==> src/rtl/pipe_ctrl_pkg.sv <==
// rtl/pipe_ctrl_pkg.sv - shared types and constants for the pipeline stall/flush sequencer
package pipe_ctrl_pkg;

  // Sequencer states: normal flow, waiting on data memory, sticky bus-error halt
  typedef enum logic [1:0] {
    RUN      = 2'd0,
    MEM_WAIT = 2'd1,
    HALT     = 2'd2
  } state_t;

  // PC source select encodings
  localparam logic [1:0] PC_SEQ = 2'd0;
  localparam logic [1:0] PC_BR  = 2'd1;
  localparam logic [1:0] PC_JMP = 2'd2;

  // Default register-address width of the core
  localparam int DEF_REG_AW = 5;

endpackage

==> src/rtl/hazard_detect.sv <==
// rtl/hazard_detect.sv - combinational load-use hazard comparator
module hazard_detect
  import pipe_ctrl_pkg::*;
#(
  parameter int REG_AW = DEF_REG_AW
) (
  input  logic [REG_AW-1:0] id_rs,
  input  logic [REG_AW-1:0] id_rt,
  input  logic              id_uses_rt,
  input  logic [REG_AW-1:0] ex_wr_reg,
  input  logic              ex_mem2reg,
  input  logic              ex_reg_wr,
  output logic              load_use
);

  logic ex_is_load;
  logic rs_hit;
  logic rt_hit;

  // A load in EX that writes a real register (r0 is hardwired zero) and
  // whose destination is a source of the ID instruction must stall one cycle.
  always_comb begin
    ex_is_load = ex_mem2reg & ex_reg_wr & (ex_wr_reg != '0);
    rs_hit     = (ex_wr_reg == id_rs);
    rt_hit     = id_uses_rt & (ex_wr_reg == id_rt);
    load_use   = ex_is_load & (rs_hit | rt_hit);
  end

endmodule

==> src/rtl/pipeline_ctrl.sv <==
// rtl/pipeline_ctrl.sv - central stall/flush sequencer for the 5-stage pipeline
module pipeline_ctrl
  import pipe_ctrl_pkg::*;
#(
  parameter int REG_AW  = DEF_REG_AW,
  parameter int TIMEOUT = 16,
  parameter int CNT_W   = 16
) (
  input  logic              clk,
  input  logic              rst,
  input  logic [REG_AW-1:0] id_rs,
  input  logic [REG_AW-1:0] id_rt,
  input  logic              id_uses_rt,
  input  logic              id_jmp,
  input  logic              ex_reg_wr,
  input  logic              ex_mem2reg,
  input  logic [REG_AW-1:0] ex_wr_reg,
  input  logic              ex_br_taken,
  input  logic              dmem_req,
  input  logic              dmem_ready,
  output logic              pc_en,
  output logic              if_id_en,
  output logic              id_ex_en,
  output logic              ex_mem_en,
  output logic              mem_wb_en,
  output logic              if_id_flush,
  output logic              id_ex_flush,
  output logic [1:0]        pc_sel,
  output logic              halted,
  output logic [CNT_W-1:0]  stall_cnt,
  output logic [CNT_W-1:0]  flush_cnt
);

  // Wait counter only needs to reach TIMEOUT; the FSM leaves MEM_WAIT there.
  localparam int              WAIT_W   = $clog2(TIMEOUT + 1);
  localparam logic [WAIT_W-1:0] WAIT_MAX = WAIT_W'(TIMEOUT);

  state_t            state;
  state_t            state_nxt;
  logic [WAIT_W-1:0] wait_cnt;
  logic              load_use;
  logic              freeze;

  hazard_detect #(
    .REG_AW (REG_AW)
  ) u_hazard_detect (
    .id_rs      (id_rs),
    .id_rt      (id_rt),
    .id_uses_rt (id_uses_rt),
    .ex_wr_reg  (ex_wr_reg),
    .ex_mem2reg (ex_mem2reg),
    .ex_reg_wr  (ex_reg_wr),
    .load_use   (load_use)
  );

  // State register; reset always lands in RUN regardless of memory activity
  always_ff @(posedge clk) begin
    if (rst) begin
      state <= RUN;
    end else begin
      state <= state_nxt;
    end
  end

  // Wait counter: 1 on the edge entering MEM_WAIT, then counts each wait cycle
  always_ff @(posedge clk) begin
    if (rst) begin
      wait_cnt <= '0;
    end else if (state == RUN && state_nxt == MEM_WAIT) begin
      wait_cnt <= WAIT_W'(1);
    end else if (state == MEM_WAIT && state_nxt == MEM_WAIT) begin
      wait_cnt <= wait_cnt + WAIT_W'(1);
    end else begin
      wait_cnt <= '0;
    end
  end

  // Next state, memory freeze and the priority-ordered stage strobes
  always_comb begin
    state_nxt   = state;
    freeze      = 1'b0;
    pc_en       = 1'b1;
    if_id_en    = 1'b1;
    id_ex_en    = 1'b1;
    ex_mem_en   = 1'b1;
    mem_wb_en   = 1'b1;
    if_id_flush = 1'b0;
    id_ex_flush = 1'b0;
    pc_sel      = PC_SEQ;
    halted      = 1'b0;

    case (state)
      RUN: begin
        // A same-cycle ready is a zero-wait access and never freezes
        if (dmem_req && !dmem_ready) begin
          freeze    = 1'b1;
          state_nxt = MEM_WAIT;
        end
      end
      MEM_WAIT: begin
        // Ready on the TIMEOUT cycle still completes the access
        if (dmem_ready) begin
          state_nxt = RUN;
        end else begin
          freeze = 1'b1;
          if (wait_cnt == WAIT_MAX) begin
            state_nxt = HALT;
          end
        end
      end
      HALT: begin
        freeze = 1'b1;
      end
      default: begin
        state_nxt = RUN;
      end
    endcase

    if (rst) begin
      // Hold every stage and push NOPs into the front of the pipe
      pc_en       = 1'b0;
      if_id_en    = 1'b0;
      id_ex_en    = 1'b0;
      ex_mem_en   = 1'b0;
      mem_wb_en   = 1'b0;
      if_id_flush = 1'b1;
      id_ex_flush = 1'b1;
    end else if (freeze) begin
      // Whole pipe holds; control hazards are re-evaluated on release
      pc_en     = 1'b0;
      if_id_en  = 1'b0;
      id_ex_en  = 1'b0;
      ex_mem_en = 1'b0;
      mem_wb_en = 1'b0;
      halted    = (state == HALT);
    end else if (ex_br_taken) begin
      // Taken branch squashes both younger instructions, overriding load-use
      pc_sel      = PC_BR;
      if_id_flush = 1'b1;
      id_ex_flush = 1'b1;
    end else if (id_jmp) begin
      // Jump resolves in ID, so only the fetched slot is squashed
      pc_sel      = PC_JMP;
      if_id_flush = 1'b1;
    end else if (load_use) begin
      // Hold IF/ID, inject a single bubble into EX, let older stages drain
      pc_en       = 1'b0;
      if_id_en    = 1'b0;
      id_ex_flush = 1'b1;
    end
  end

  // Saturating performance counters for stalled-PC and flush cycles
  always_ff @(posedge clk) begin
    if (rst) begin
      stall_cnt <= '0;
      flush_cnt <= '0;
    end else begin
      if (!pc_en && stall_cnt != '1) begin
        stall_cnt <= stall_cnt + CNT_W'(1);
      end
      if (if_id_flush && flush_cnt != '1) begin
        flush_cnt <= flush_cnt + CNT_W'(1);
      end
    end
  end

endmodule
==> config.mk <==
export PLATFORM = sky130hd
export DESIGN_NAME = pipeline_ctrl
export DESIGN_NICKNAME = d
export VERILOG_FILES = /design/src/rtl/pipe_ctrl_pkg.sv /design/src/rtl/hazard_detect.sv /design/src/rtl/pipeline_ctrl.sv
export SDC_FILE = /design/constraint.sdc
export NUM_CORES = 1
export LEC_CHECK = 0
export BUFFER_PORTS_ARGS = -buffer_cell sky130_fd_sc_hd__buf_2
export CORE_UTILIZATION = 31
export CTS_CLUSTER_SIZE = 25
export DETAILED_ROUTE_END_ITERATION = 16
export GPL_TIMING_DRIVEN = 1
export PLACE_DENSITY = 0.61
export SYNTH_ARGS = -nofsm -noshare
export SYNTH_HDL_FRONTEND = slang
export SYNTH_SLANG_ARGS = --single-unit
==> constraint.sdc <==
create_clock -name clk -period 4.4 [get_ports clk]
set_input_delay 0.44 -clock clk [delete_from_list [all_inputs] [get_ports clk]]
set_output_delay 0.44 -clock clk [all_outputs]
set_load 0.05 [all_outputs]
==> flow_summary.ini <==
[yosys]
syn_inst = 247
synth_top_area_share_pct = 37.5
yosysSeqAreaShare_pct = 37.5
mappedNetlistNets = 275
synth_cell_types = 47
yosysWarnings = 0
synth.area.top_cells = dfxtp_1 (37%), xor2_1 (8.0%), nor2_1 (5.0%), nand4_1 (3.9%), a21oi_1 (3.4%)
post-synth-top-area-cell = dfxtp_1
syn_area_per_cell_sq_um = 8.43
syn_area_sq_um = 2080
synth_seq_cells = 39

[place]
dpl_worst_slack_ps = 1740
gp_congestion = 0.763
place_inst = 378
io_buffers = 65
dpl.hpwl_microns = 3850

[sta]
grt_setup_unrepaired = no
maxSlewHeadroom_pct = 55.6
whs_ps = 456
slew_violations = 0
max_freq_mhz = 422
worst_slack_ps = 2030
hold_viol = 0
min_period_over_period_pct = 53.8
tns_ps = 0
finalSetupViolations = 0
period_needed_ps = 2370
fin_worst_skew_ps = 6.82
worst_pin_slew_ps = 665

[hold_path]
hold_depth = 3
worstHoldPathType = input pin to register
holdPathEnd = state[1]
min_from = dmem_ready

[floorplan]
die_x_microns = 84.0
core_sq_um = 6420
pin_count = 66
die-area_sq_um = 7050
start_util_pct = 32.4
die_h_microns = 84.0
rows = 29

[worst_setup_path]
rr_startpoint = stall_cnt[0]
r2r_end = stall_cnt[10]
critPathMaxFanout = 37
crit_type = input pin to output pin
end_kind = output pin
worst_ep_arrival_time_ps = 1930
reg2reg_slack_ps = 2180
critPathRequiredTime_ps = 3960
ff2ff_path_depth = 7
critPathLaunchType = input pin

[drt]
vias = 2029
wire_per_inst_microns = 13.4
avgViaCountPerCell = 5.26
first_pass_iters = 10
first_iter_violations = 104
ant_nets = 0
routed_wirelength_microns = 5160
drc = 18

[pwr]
leakagePower_uw = 0.00102
powerDensity_nw_per_um2 = 328
clkPwrFrac_pct = 42.5
p_sw_share_pct = 26.7
seqPwrFrac_pct = 43.6
peakVddDrop_uv = 114
p_sw_uw = 226
pwr-share-comb_pct = 13.9
p_int_uw = 621

[clock_tree]
cts_tree = yes
ctsHoldBuffers = 0
cts-root-buf = clkbuf_8
insertion_delay_ps = 300
cts.path.max_buffers = 2
clock_sinks = 39
cts_made_buffers = 5
cts_resized = 0
htree_levels = 2
path_clk_slew_ps = 80
cts_setup_buffers = 0

[finish]
fillCellCount = 653
nets = 336
diodes = 0
area_delta_synth_final_pct = 24.0
drive_above_1_share_pct = 24.9
fin_cells = 386

[job]
max_cap_violations = 0

[global_route]
antenna_found_initial = 0
grt_first_pass_wirelength_microns = 8690
grt_max_degree = 38
grt_overflow = 0
track_usage_pct = 15.2
grt_pass1_vias = 1858

[status]
violations = DRC
status = finished, violations left
==> per-layer routing <==
metal / up-vias / share of wire [%] / GRT usage (%)
met5: - / 0 / 0
met4: 0 / 1.5 / 5.64
met1: 949 / 49 / 19.9
met3: 7 / 4.8 / 3.46
li1: 1022 / - / -
met2: 51 / 45 / 24.1
==> synthesized netlist by cell type (all sizes together) <==
| master | number |
|---|---|
| mux2i | 2 |
| or3 | 8 |
| and3 | 2 |
| a21oi | 14 |
| buf | 5 |
| a211oi | 1 |
| a32oi | 1 |
| o211a | 1 |
| and4 | 3 |
| o211ai | 2 |
| nand4 | 13 |
| o22ai | 1 |
| xnor2 | 8 |
| a221o | 1 |
| ha | 4 |
| dfxtp | 39 |
| or2 | 1 |
| inv | 9 |
| o31ai | 7 |
| nand3 | 12 |
| mux2 | 1 |
| xor2 | 19 |
| nor3b | 2 |
| o21ba | 1 |
| o21bai | 1 |
| o221ai | 2 |
| clkbuf | 6 |
| o41ai | 2 |
| nor4b | 1 |
| nand4b | 1 |
| nor2b | 1 |
| o31a | 1 |
| o21ai | 8 |
| nand2b | 1 |
| nor4 | 3 |
| and2 | 2 |
| o221a | 1 |
| nand2 | 13 |
| or4 | 8 |
| a21boi | 1 |
| nand3b | 1 |
| nor3 | 7 |
| and3b | 2 |
| nor2 | 28 |
==> logic make-up after synthesis <==
logic type | Yosys count | share of synthesized area, %
mux | 3 | 1.50
simple gates | 109 | 28.5
flops | 39 | 37.5
fa+ha+maj | 4 | 2.40
compound gates | 45 | 14.4
xor+xnor | 27 | 11.4
buf+inv | 20 | 4.38
==> worst max path at each step <==
stage	from	end	slack [ps]
2_1_floorplan	rst	pc_en	1750
3_3_place_gp	rst	stall_cnt[5]	1840
3_5_place_dp	rst	stall_cnt[10]	1740
4_1_cts	rst	pc_en	2020
5_1_grt	rst	stall_cnt[7]	1850
6_report	rst	pc_en	2030
==> flip-flops by register name (all words and copies together) (netlist names) <==
register and flops:
wait_cnt 5, state 2, stall_cnt 16, flush_cnt 16
==> worst max-delay path: stages <==
cell	delay [ps]
buf_2	310
inv_1	260
o211a_1	290
o31a_1	300
buf_2	310
==> metrics by stage <==
step,total power [uW],util (%),instance area (sq um)
floorplan,463,-,2080
global route,882,40.2,2580
finish,847,40.2,2580
CTS,855,40.2,2580
detailed placement,496,38.1,2450
global placement,494,38.1,2450
==> power groups by stage <==
stage / combinational (uW) / clock, uW / sequential, uW
2_1_floorplan: 65.2 / 0 / 398
3_3_place_gp: 116 / 0 / 377
3_5_place_dp: 118 / 0 / 378
4_1_cts: 119 / 367 / 370
5_1_grt: 127 / 384 / 371
6_report: 118 / 360 / 370
==> layout by cell type, fill, tap and decap left out, drive strengths merged, types with 2 or more instances in the layout <==
| master | Yosys | layout |
|---|---|---|
| xor2 | 19 | 19 |
| nand4 | 13 | 13 |
| o211ai | 2 | 2 |
| nor4 | 3 | 3 |
| nand2 | 13 | 13 |
| o31ai | 7 | 7 |
| and3b | 2 | 2 |
| o221ai | 2 | 2 |
| nand3 | 12 | 12 |
| mux2i | 2 | 2 |
| nor2 | 28 | 28 |
| bufinv | 0 | 2 |
| or4 | 8 | 8 |
| clkbuf | 6 | 5 |
| and4 | 3 | 3 |
| nor3 | 7 | 7 |
| buf | 5 | 65 |
| and3 | 2 | 2 |
| ha | 4 | 4 |
| o41ai | 2 | 2 |
| dfxtp | 39 | 39 |
| or3 | 8 | 8 |
| a21oi | 14 | 14 |
| and2 | 2 | 2 |
| nor3b | 2 | 2 |
| o21ai | 8 | 8 |
| inv | 9 | 9 |
| xnor2 | 8 | 8 |
==> final cells by class <==
class,instances,area [sq um],share of cell area [%]
clock inverters,3,67.6,2.62
multi-input cells,188,1210,46.9
repair buffers,65,325,12.6
well taps,77,96.3,3.73
flip-flops and latches,39,781,30.2
inverters,9,33.8,1.31
clock buffers,5,68.8,2.66
No activity file was read; power rests on OpenSTA's default activity.
